<file path="src/rtl/fp_mult_result_collector.sv">
// Result collector behind the FP multiplier pipeline.
// Captures each (z, status) pair into a first-word-fall-through FIFO with a valid/ready output.
// The multiplier cannot be stalled, so pushes into a full FIFO are dropped and counted instead.
// Sticky status/overflow flags and saturating result/drop counters are kept for inspection.
module fp_mult_result_collector #(
    parameter int unsigned DEPTH = 8,
    parameter int unsigned CNT_W = 16
) (
    input  logic                     clk,
    input  logic                     rst,
    input  logic                     in_valid,
    input  logic [31:0]              in_z,
    input  logic [7:0]               in_status,
    output logic                     out_valid,
    input  logic                     out_ready,
    output logic [31:0]              out_z,
    output logic [7:0]               out_status,
    output logic [$clog2(DEPTH):0]   count,
    output logic                     full,
    output logic                     empty,
    input  logic                     sticky_clr,
    output logic [7:0]               sticky_status,
    output logic                     overflow,
    output logic [CNT_W-1:0]         result_cnt,
    output logic [CNT_W-1:0]         drop_cnt
);

    localparam int unsigned AW = $clog2(DEPTH);
    localparam logic [AW:0] FULL_CNT = (AW+1)'(DEPTH);
    localparam logic [CNT_W-1:0] CNT_MAX = '1;

    logic [31:0]      z_mem [DEPTH];
    logic [7:0]       s_mem [DEPTH];

    logic [AW-1:0]    wr_ptr_q, wr_ptr_d;
    logic [AW-1:0]    rd_ptr_q, rd_ptr_d;
    logic [AW:0]      count_q, count_d;
    logic [7:0]       sticky_q, sticky_d;
    logic             overflow_q, overflow_d;
    logic [CNT_W-1:0] result_cnt_q, result_cnt_d;
    logic [CNT_W-1:0] drop_cnt_q, drop_cnt_d;

    logic             push, pop, drop;

    assign empty     = (count_q == '0);
    assign full      = (count_q == FULL_CNT);
    assign out_valid = !empty;

    // A pop frees the head slot in the same cycle, so a full FIFO can still accept a push.
    assign pop  = out_valid && out_ready;
    assign push = in_valid && (!full || pop);
    assign drop = in_valid && !push;

    // Next-state for pointers, occupancy, sticky flags and saturating counters.
    always_comb begin
        wr_ptr_d     = wr_ptr_q;
        rd_ptr_d     = rd_ptr_q;
        count_d      = count_q;
        result_cnt_d = result_cnt_q;
        drop_cnt_d   = drop_cnt_q;

        if (push) begin
            wr_ptr_d = wr_ptr_q + 1'b1;
        end
        if (pop) begin
            rd_ptr_d = rd_ptr_q + 1'b1;
        end

        if (push && !pop) begin
            count_d = count_q + 1'b1;
        end else if (pop && !push) begin
            count_d = count_q - 1'b1;
        end

        if (push && (result_cnt_q != CNT_MAX)) begin
            result_cnt_d = result_cnt_q + 1'b1;
        end
        if (drop && (drop_cnt_q != CNT_MAX)) begin
            drop_cnt_d = drop_cnt_q + 1'b1;
        end

        // Clear first, then OR in this cycle's event so a same-cycle push/drop survives the clear.
        sticky_d   = (sticky_clr ? 8'h00 : sticky_q) | (push ? in_status : 8'h00);
        overflow_d = (sticky_clr ? 1'b0 : overflow_q) | drop;
    end

    // State registers with synchronous reset.
    always_ff @(posedge clk) begin
        if (rst) begin
            wr_ptr_q     <= '0;
            rd_ptr_q     <= '0;
            count_q      <= '0;
            sticky_q     <= '0;
            overflow_q   <= 1'b0;
            result_cnt_q <= '0;
            drop_cnt_q   <= '0;
        end else begin
            wr_ptr_q     <= wr_ptr_d;
            rd_ptr_q     <= rd_ptr_d;
            count_q      <= count_d;
            sticky_q     <= sticky_d;
            overflow_q   <= overflow_d;
            result_cnt_q <= result_cnt_d;
            drop_cnt_q   <= drop_cnt_d;
        end
    end

    // Storage write; no reset needed since empty entries are masked at the output.
    always_ff @(posedge clk) begin
        if (!rst && push) begin
            z_mem[wr_ptr_q] <= in_z;
            s_mem[wr_ptr_q] <= in_status;
        end
    end

    assign out_z         = empty ? 32'h0 : z_mem[rd_ptr_q];
    assign out_status    = empty ? 8'h00 : s_mem[rd_ptr_q];
    assign count         = count_q;
    assign sticky_status = sticky_q;
    assign overflow      = overflow_q;
    assign result_cnt    = result_cnt_q;
    assign drop_cnt      = drop_cnt_q;

endmodule

</file>
<file path="config.mk">
export PLATFORM = sky130hd
export DESIGN_NAME = fp_mult_result_collector
export DESIGN_NICKNAME = d
export VERILOG_FILES = /design/src/rtl/fp_mult_result_collector.sv
export SDC_FILE = /design/constraint.sdc
export NUM_CORES = 1
export LEC_CHECK = 0
export BUFFER_PORTS_ARGS = -buffer_cell sky130_fd_sc_hd__buf_2
export CAP_MARGIN = 15
export CORE_ASPECT_RATIO = 1.2
export CORE_MARGIN = 3
export CORE_UTILIZATION = 58
export DETAILED_ROUTE_END_ITERATION = 16
export MAX_ROUTING_LAYER = met4
export PLACE_DENSITY = 0.78
export REMOVE_ABC_BUFFERS = 1
export SYNTH_ARGS = -nofsm -noshare
export SYNTH_HDL_FRONTEND = slang
export SYNTH_SLANG_ARGS = --single-unit
</file>
<file path="constraint.sdc">
create_clock -name clk -period 15.1 [get_ports clk]
set_input_delay 1.51 -clock clk [delete_from_list [all_inputs] [get_ports clk]]
set_output_delay 1.51 -clock clk [all_outputs]
set_load 0.01 [all_outputs]
</file>
# Word level (Yosys, flattened, before mapping)
# Memory sizes are Yosys's and may differ from the RTL's. A register that Yosys moved wholly into a read port is not among the register bits.
# Index checks and enable logic that the tools add are counted.
word_totals:
  input_bits: 45
  out_inout_bits: 88
  wordCells: 49
  n_memories: 2
  ramBits: 320
  register_bits: 51
mem_list:
  columns: ["name", "depth", "width", "rd", "rd_clocked_by_memory_dff", "wr", "line", "source"]
  rows:
  - ["z_mem", 8, 32, 1, 1, 1, "32", "logic [31:0] z_mem [DEPTH];"]
  - ["s_mem", 8, 8, 1, 1, 1, "33", "logic [7:0] s_mem [DEPTH];"]
op_classes:
  n_addsub: 6
  reduce_logical: 16
  n_eq_ne: 3
  n_bitwise: 2
  muxes: 13
ops:
  columns: ["cell", "count"]
  rows:
  - ["$add 16x1->16 const B", 2]
  - ["$mux 32", 1]
  - ["$ne 16x16->1 const B", 2]
  - ["$mux 8", 3]
  - ["$mux 3", 4]
  - ["$logic_and 1x1->1", 8]
  - ["$mux 4", 2]
  - ["$or 8x8->8", 1]
  - ["$add 3x1->3 const B", 2]
  - ["$logic_not 1->1", 5]
  - ["$add 4x1->4 const B", 1]
  - ["$eq 4x4->1 const B", 1]
  - ["$logic_not 4->1", 1]
  - ["$sub 4x1->4 const B", 1]
  - ["$mux 1", 3]
  - ["$reduce_bool 2->1", 1]
  - ["$logic_or 1x1->1", 1]
  - ["$or 1x1->1", 1]

# Depth between registers and ports, before layout
# Gate-level depths: netlist of run 1.
logic_depth:
  depth_word: 9
  depth_mapped: 11
  mapped_depth_nobuf: 11

# Worst setup path after synthesis of run 1
# No wires, ideal clock.
synth_timing:
  path_kind: "input to register"
  start: "input out_ready"
  end: "memory s_mem[0][0] (enable)"
  arrival_ns: 5.667
  required_ns: 14.563
  path_stages: 4
  path_slack_ns: 8.896
  path_buffers: 0
  setup_time_ns: 0.537
  path_cell_list: "o21ai_4 > inv_2 > nand2b_1 > nor4_1"
synth_between:
  elab_chain_len: 6
synth_lines:
  columns: ["item", "line", "source"]
  rows:
  - ["start, declared", "15", "input logic out_ready,"]
  - ["$logic_and 1x1->1", "50", "assign pop = out_valid && out_ready;"]
  - ["$logic_or 1x1->1", "51", "assign push = in_valid && (!full || pop);"]
  - ["$logic_and 1x1->1", "51", null]
  - ["$logic_and 1x1->1", "110", "if (!rst && push) begin"]
  - ["$mux 1", "110", null]
  - ["$mux 1 (implied by the code)", "112", "s_mem[wr_ptr_q] <= in_status;"]
  - ["end, declared", "33", null]
# Every way passes these cells.

==> run metrics, run 1 <==
Die Height 180 um; Vias/cell 5.91; Leak 5.62 nW; Site Rows 63; Initial DRT Pass Iterations 4; Arr. time, crit path 3290 ps; Buf+Inv Stages, Crit Path 2; CTS Sinks 374; Synth cell types 51; f_max 208 MHz; Final Skew 20.5 ps; Post-CTS Resized 0; I/O pin count 133; # nets final 988; CTS Buf Count 36; WL final 29.1 mm; critical path, cell by cell buf_4 -> mux4_2 -> mux2i_1 -> nor2_1 -> buf_2; Post-synth top flop edfxtp_1; PnR worst setup slack 10300 ps; Max Slew Vio Count 0; GR Overflow Total 0; CP max stage delay 840 ps; share of cells above drive strength 1 31.3%; HPWL Detailed 16.9 mm; clock root buffer clkbuf_16; post-route cell area 16900 sq um; min Tclk post-route 4800 ps; post-synthesis sequential area ratio 72.8%; average size of a mapped cell 18.5 sq um; Syn Inst Count 792; post-CTS setup buffers 0; maxcap violations 0; commonest non-fill, non-tap cells in the layout 320 x edfxtp_1, 132 x buf_2, 82 x nor2_1; Via Count 7617; core region area 24800 sq um; drt drc 0; Setup TNS 0 ps; Inst Count DP 1222; Routed Antenna Nets 0; CTS tree built; critical path startpoint category flop; status finished, final reports clean; clock latency on the worst-skew pair 520 ps; wire length per cell 22.6 um; FF+latch count, synth 374; critical path type reg -> out; Finished Layout Cells 1288; GP Congestion 0.870; EDFF count, synth 320; IO buf count 132; vias in the first global route 7955; die width 151 um; Tcrit/Tclk final 31.8%; crit path capture type output port; DP Worst Slack 10600 ps; Slowest-stage cell, CP dfxtp_4; fraction of registers with async set/reset 0%; pin count of the biggest net entering global routing 66; RSZ-0062 raised after global routing no; drt initial violations 557; clk buf depth 3; relative slew slack 34.1%; worst-path fanout max 42; initial antenna violation count 1; number of fill cells 1578; Final Setup Violations 0; CP required 13590 ps; Initial Utilization 59.1%; Max IR drop VDD 0.0828 mV; Top Family by Delay on Critical Path buffers and inverters; Hold/Removal Path Class reg -> reg; area grow syn2layout 15.2%; Slew @ Worst Pin 983 ps; final hold slack 474 ps; power density over the cells 155 nW/um^2; die area 27300 sq um; Final Hold Vio Count 0; Worst-path clk slew 60 ps; first-pass GRT wire length 45.2 mm; Synthesis Warnings 0; synthesized area 14700 sq um; Hold Buf Count CTS 0; commonest non-fill, non-tap cell in the layout edfxtp_1; dpl cell area 15700 sq um; H-tree depth 2; All-Layer GR Usage 22.4%
==> cells by family (layout without fill, tap and decap cells) <==
group / after synthesis / after routing / synth area share (%)
other: 0 / 1 / 0
muxes: 124 / 124 / 15.3
buffers and inverters: 45 / 215 / 1.31
DFF: 374 / 374 / 72.8
AOI/OAI and AO/OA: 45 / 45 / 2.43
xor gates and xnor gates: 32 / 32 / 1.91
adders and majority gates: 8 / 8 / 0.733
and+or+nand+nor: 164 / 164 / 5.53
==> routing by layer <==
metal	share of wire (%)	track usage [%]	vias to the layer above
met2	50	35.6	284
met5	0	-	-
met3	6.6	3.90	72
met1	40	29.3	3825
li1	-	-	3436
met4	3.4	8.96	0
==> state kept, by name (all words and copies together) (netlist names), named ones only <==
signal,cells
count,4
s_mem,64
rd_ptr_q,3
z_mem,256
overflow,1
result_cnt,16
sticky_status,8
drop_cnt,16
wr_ptr_q,3
==> power breakdown <==
part / total, mW / internal, mW / switching, mW
clock network: 0.880 / 0.522 / 0.358
registers: 1.21 / 1.16 / 0.0510
logic: 0.533 / 0.261 / 0.272
total: 2.62 / 1.94 / 0.681
==> worst reg2reg max path, cell delays in order, from the launching register on <==
cell	delay [ps]
dfxtp_1	490
or4b_4	250
o21ai_4	110
nor2_1	630
nand2_1	400
nor2_4	620
buf_4	470
==> final timing paths <==
path                    startpoint          endpoint  slack, ps  cells after the start
setup reg to reg          count[0]       z_mem[6][3]      11800                      6
hold reg to reg   sticky_status[6]  sticky_status[6]        470                      1
hold / removal    sticky_status[6]  sticky_status[6]        470                      1
setup / recovery              flop     out_status[0]      10300                      5
==> through the flow <==
step	power [mW]	util [%]
finish	2.62	68.1
global route	2.74	68.1
CTS	2.65	68.1
detailed placement	1.77	63.4
global placement	1.76	63.4
floorplan	1.61	-
==> synth_stat cells (2+ instances only) <==
cell type | instances | area share, %
edfxtp_1 | 320 | 65
nor2_1 | 85 | 2.2
mux4_2 | 80 | 12
dfxtp_1 | 54 | 7.4
mux2i_1 | 44 | 3.0
clkbuf_1 | 26 | 0.66
xnor2_1 | 24 | 1.4
nand2_1 | 20 | 0.51
a211oi_1 | 12 | 0.61
nand3_1 | 11 | 0.37
a21oi_1 | 10 | 0.34
nor3_1 | 10 | 0.34
a22o_1 | 8 | 0.48
buf_2 | 8 | 0.27
xor2_1 | 8 | 0.48
and4_1 | 7 | 0.42
ha_1 | 7 | 0.60
nand4_1 | 6 | 0.26
nand2b_1 | 5 | 0.21
and3_1 | 4 | 0.17
inv_1 | 4 | 0.10
o21ai_0 | 4 | 0.14
buf_1 | 3 | 0.077
nor4_1 | 2 | 0.085
o211ai_1 | 2 | 0.10
or2_2 | 2 | 0.085
or3_1 | 2 | 0.085
==> area by class of cell <==
cell class	count	area [sq um]	share of cell area [%]
well taps	325	407	2.41
diodes	1	2.50	0.0148
clock inverters	16	163	0.962
repair buffers	144	751	4.44
inverters	6	27.5	0.163
multi-input cells	373	3850	22.8
clock buffers	49	1010	5.98
flip-flops and latches	374	10700	63.3
Note: power is estimated with default switching activity, not from simulation.
==> inputs of run 2 (changes only) <==
- clock period: 15.1 -> 4.83 ns (I/O delays scaled with it)
==> run 2 against run 1 <==
  * Worst setup slack got worse by 8800 ps
  * Routed wire length decreased by 0.91%
  * Cell count increased by 0.16%
  * Global-route usage decreased by 0.20 points
  * Cell area increased by 0.35%
  * Via count decreased by 0.17%
  * Critical endpoint is now out_z[9]
  * Largest cell class unchanged
  * Highest routed layer unchanged
==> run metrics, run 2 (synthesized netlist as in run 1, its figures left out) <==
status finished, final reports clean (unchanged); Finished Layout Cells 1290 (was 1288); I/O pin count 133 (unchanged); Leak 5.65 nW (was 5.62 nW); Tcrit/Tclk final 68.9%; critical path startpoint category flop (unchanged); Final Setup Violations 0 (unchanged); Largest regs z_mem (256), s_mem (64) (unchanged); final hold slack 238 ps (was 474 ps); GP Congestion 0.852 (was 0.870); Multi-input gate area 3850 sq um (unchanged); Die Height 180 um (unchanged); H-tree depth 2 (unchanged); drt initial violations 523 (was 557); die area 27300 sq um (unchanged); die width 151 um (unchanged); vias in the first global route 7844 (was 7955); crit path capture type output port (unchanged); min Tclk post-route 3330 ps; Hold/Removal Path Class in -> reg (was reg -> reg); post-CTS setup buffers 0 (unchanged); IO buf count 132 (unchanged); GR Overflow Total 0 (unchanged); Site Rows 63 (unchanged); area grow syn2layout 15.6% (was 15.2%); CP required 4350 ps (was 13590 ps); CP max stage delay 850 ps (was 840 ps); Worst-path clk slew 60 ps (about the same); HPWL Detailed 16.9 mm (about the same); maxcap violations 0 (unchanged); Post-CTS Resized 0 (unchanged); commonest non-fill, non-tap cell in the layout edfxtp_1 (unchanged); pin count of the biggest net entering global routing 62 (was 66); Slowest-stage cell, CP dfxtp_4 (unchanged); Max Slew Vio Count 0 (unchanged); Top reg by flops z_mem (unchanged); initial antenna violation count 1 (unchanged); Routed Antenna Nets 0 (unchanged); worst-path fanout max 45 (was 42); Final Skew 20.6 ps (was 20.5 ps); clock root buffer clkbuf_16 (unchanged); Final Hold Vio Count 0 (unchanged); drt drc 0 (unchanged); clock latency on the worst-skew pair 510 ps (was 520 ps); Vias/cell 5.89 (was 5.91); Arr. time, crit path 2840 ps (was 3290 ps); # nets final 990 (was 988); wire length per cell 22.4 um (was 22.6 um); f_max 301 MHz; critical path, cell by cell buf_12 -> mux4_2 -> mux2i_1 -> nor2_1 -> buf_2 (was buf_4 -> mux4_2 -> mux2i_1 -> nor2_1 -> buf_2); commonest non-fill, non-tap cells in the layout 320 x edfxtp_1, 132 x buf_2, 82 x nor2_1 (unchanged); Max IR drop VDD 0.409 mV (was 0.0828 mV); Via Count 7604 (was 7617); Initial DRT Pass Iterations 4 (unchanged); Inst Count DP 1224 (was 1222); max reg flops 256 (unchanged); CTS Buf Count 36 (unchanged); power density over the cells 487 nW/um^2 (was 155 nW/um^2); RSZ-0062 raised after global routing no (unchanged); Register Area 10700 sq um (unchanged); clk buf depth 3 (unchanged); WL final 28.8 mm (was 29.1 mm); Initial Utilization 59.1% (unchanged); core region area 24800 sq um (unchanged); Hold Buf Count CTS 0 (unchanged); relative slew slack 25.1% (was 34.1%); Slew @ Worst Pin 1120 ps (was 983 ps); critical path type reg -> out (unchanged); share of cells above drive strength 1 31.8% (was 31.3%); first-pass GRT wire length 45.0 mm (was 45.2 mm); CTS Sinks 374 (unchanged); All-Layer GR Usage 22.2% (was 22.4%); CTS tree built (unchanged); number of fill cells 1599 (was 1578)
## run 2: cell types whose count changed in the layout (fill, tap and decap cells not counted), sizes merged
cell	before	now
buf	144	146
clkinvlp	1	2
clkbuf	49	46
clkinv	11	13
## run 2: final timing paths
path / start / cells after the start / to / slack (ps)
min reg2reg: overflow / 2 / overflow / 480
min: in_z[28] / 1 / z_mem[0][28] / 240
max reg2reg: count[0] / 6 / z_mem[5][15] / 1660
max: flop / 5 / out_z[9] / 1500
## run 2: cell type report
cell class                      count  area share (%)
Sequential cell                   374            63.1
Multi-Input combinational cell    373            22.7
Clock buffer                       46            5.95
Timing Repair Buffer              146            4.59
Tap cell                          325            2.40
Clock inverter                     19            1.16
Inverter                            6           0.162
Antenna cell                        1          0.0147
## run 2: layer usage
metal | vias to the layer above | part of all wire [%] | GRT usage [%]
met5 | - | 0 | -
met1 | 3829 | 41 | 30.3
met4 | 0 | 2.0 | 5.77
met2 | 298 | 50 | 35.4
met3 | 41 | 7.0 | 4.08
li1 | 3436 | - | -
## run 2: through the flow
stage / utilization [%] / total power, mW / worst slack [ps] / setup TNS, ps / instance area (sq um)
after CTS: 68.3 / 8.34 / 1410 / 0 / 17000
after global placement: 63.5 / 5.52 / 1560 / 0 / 15800
final: 68.3 / 8.26 / 1500 / 0 / 17000
after floorplan: - / 5.03 / -558 / -22310 / 14500
after global routing: 68.3 / 8.63 / 1230 / 0 / 17000
after detailed placement: 63.5 / 5.54 / 1440 / 0 / 15800
## run 2: power breakdown
group          internal [mW]  switching, mW  total (mW)
logic                  0.827          0.813        1.64
clock network           1.66           1.15        2.80
registers               3.61          0.199        3.81
## run 2: worst max-delay path, delay by kind of cell (launching register included)
family | cells | cell delay, ps
muxes | 2 | 770
DFF | 1 | 850
buffers and inverters | 2 | 610
and+or+nand+nor | 1 | 90
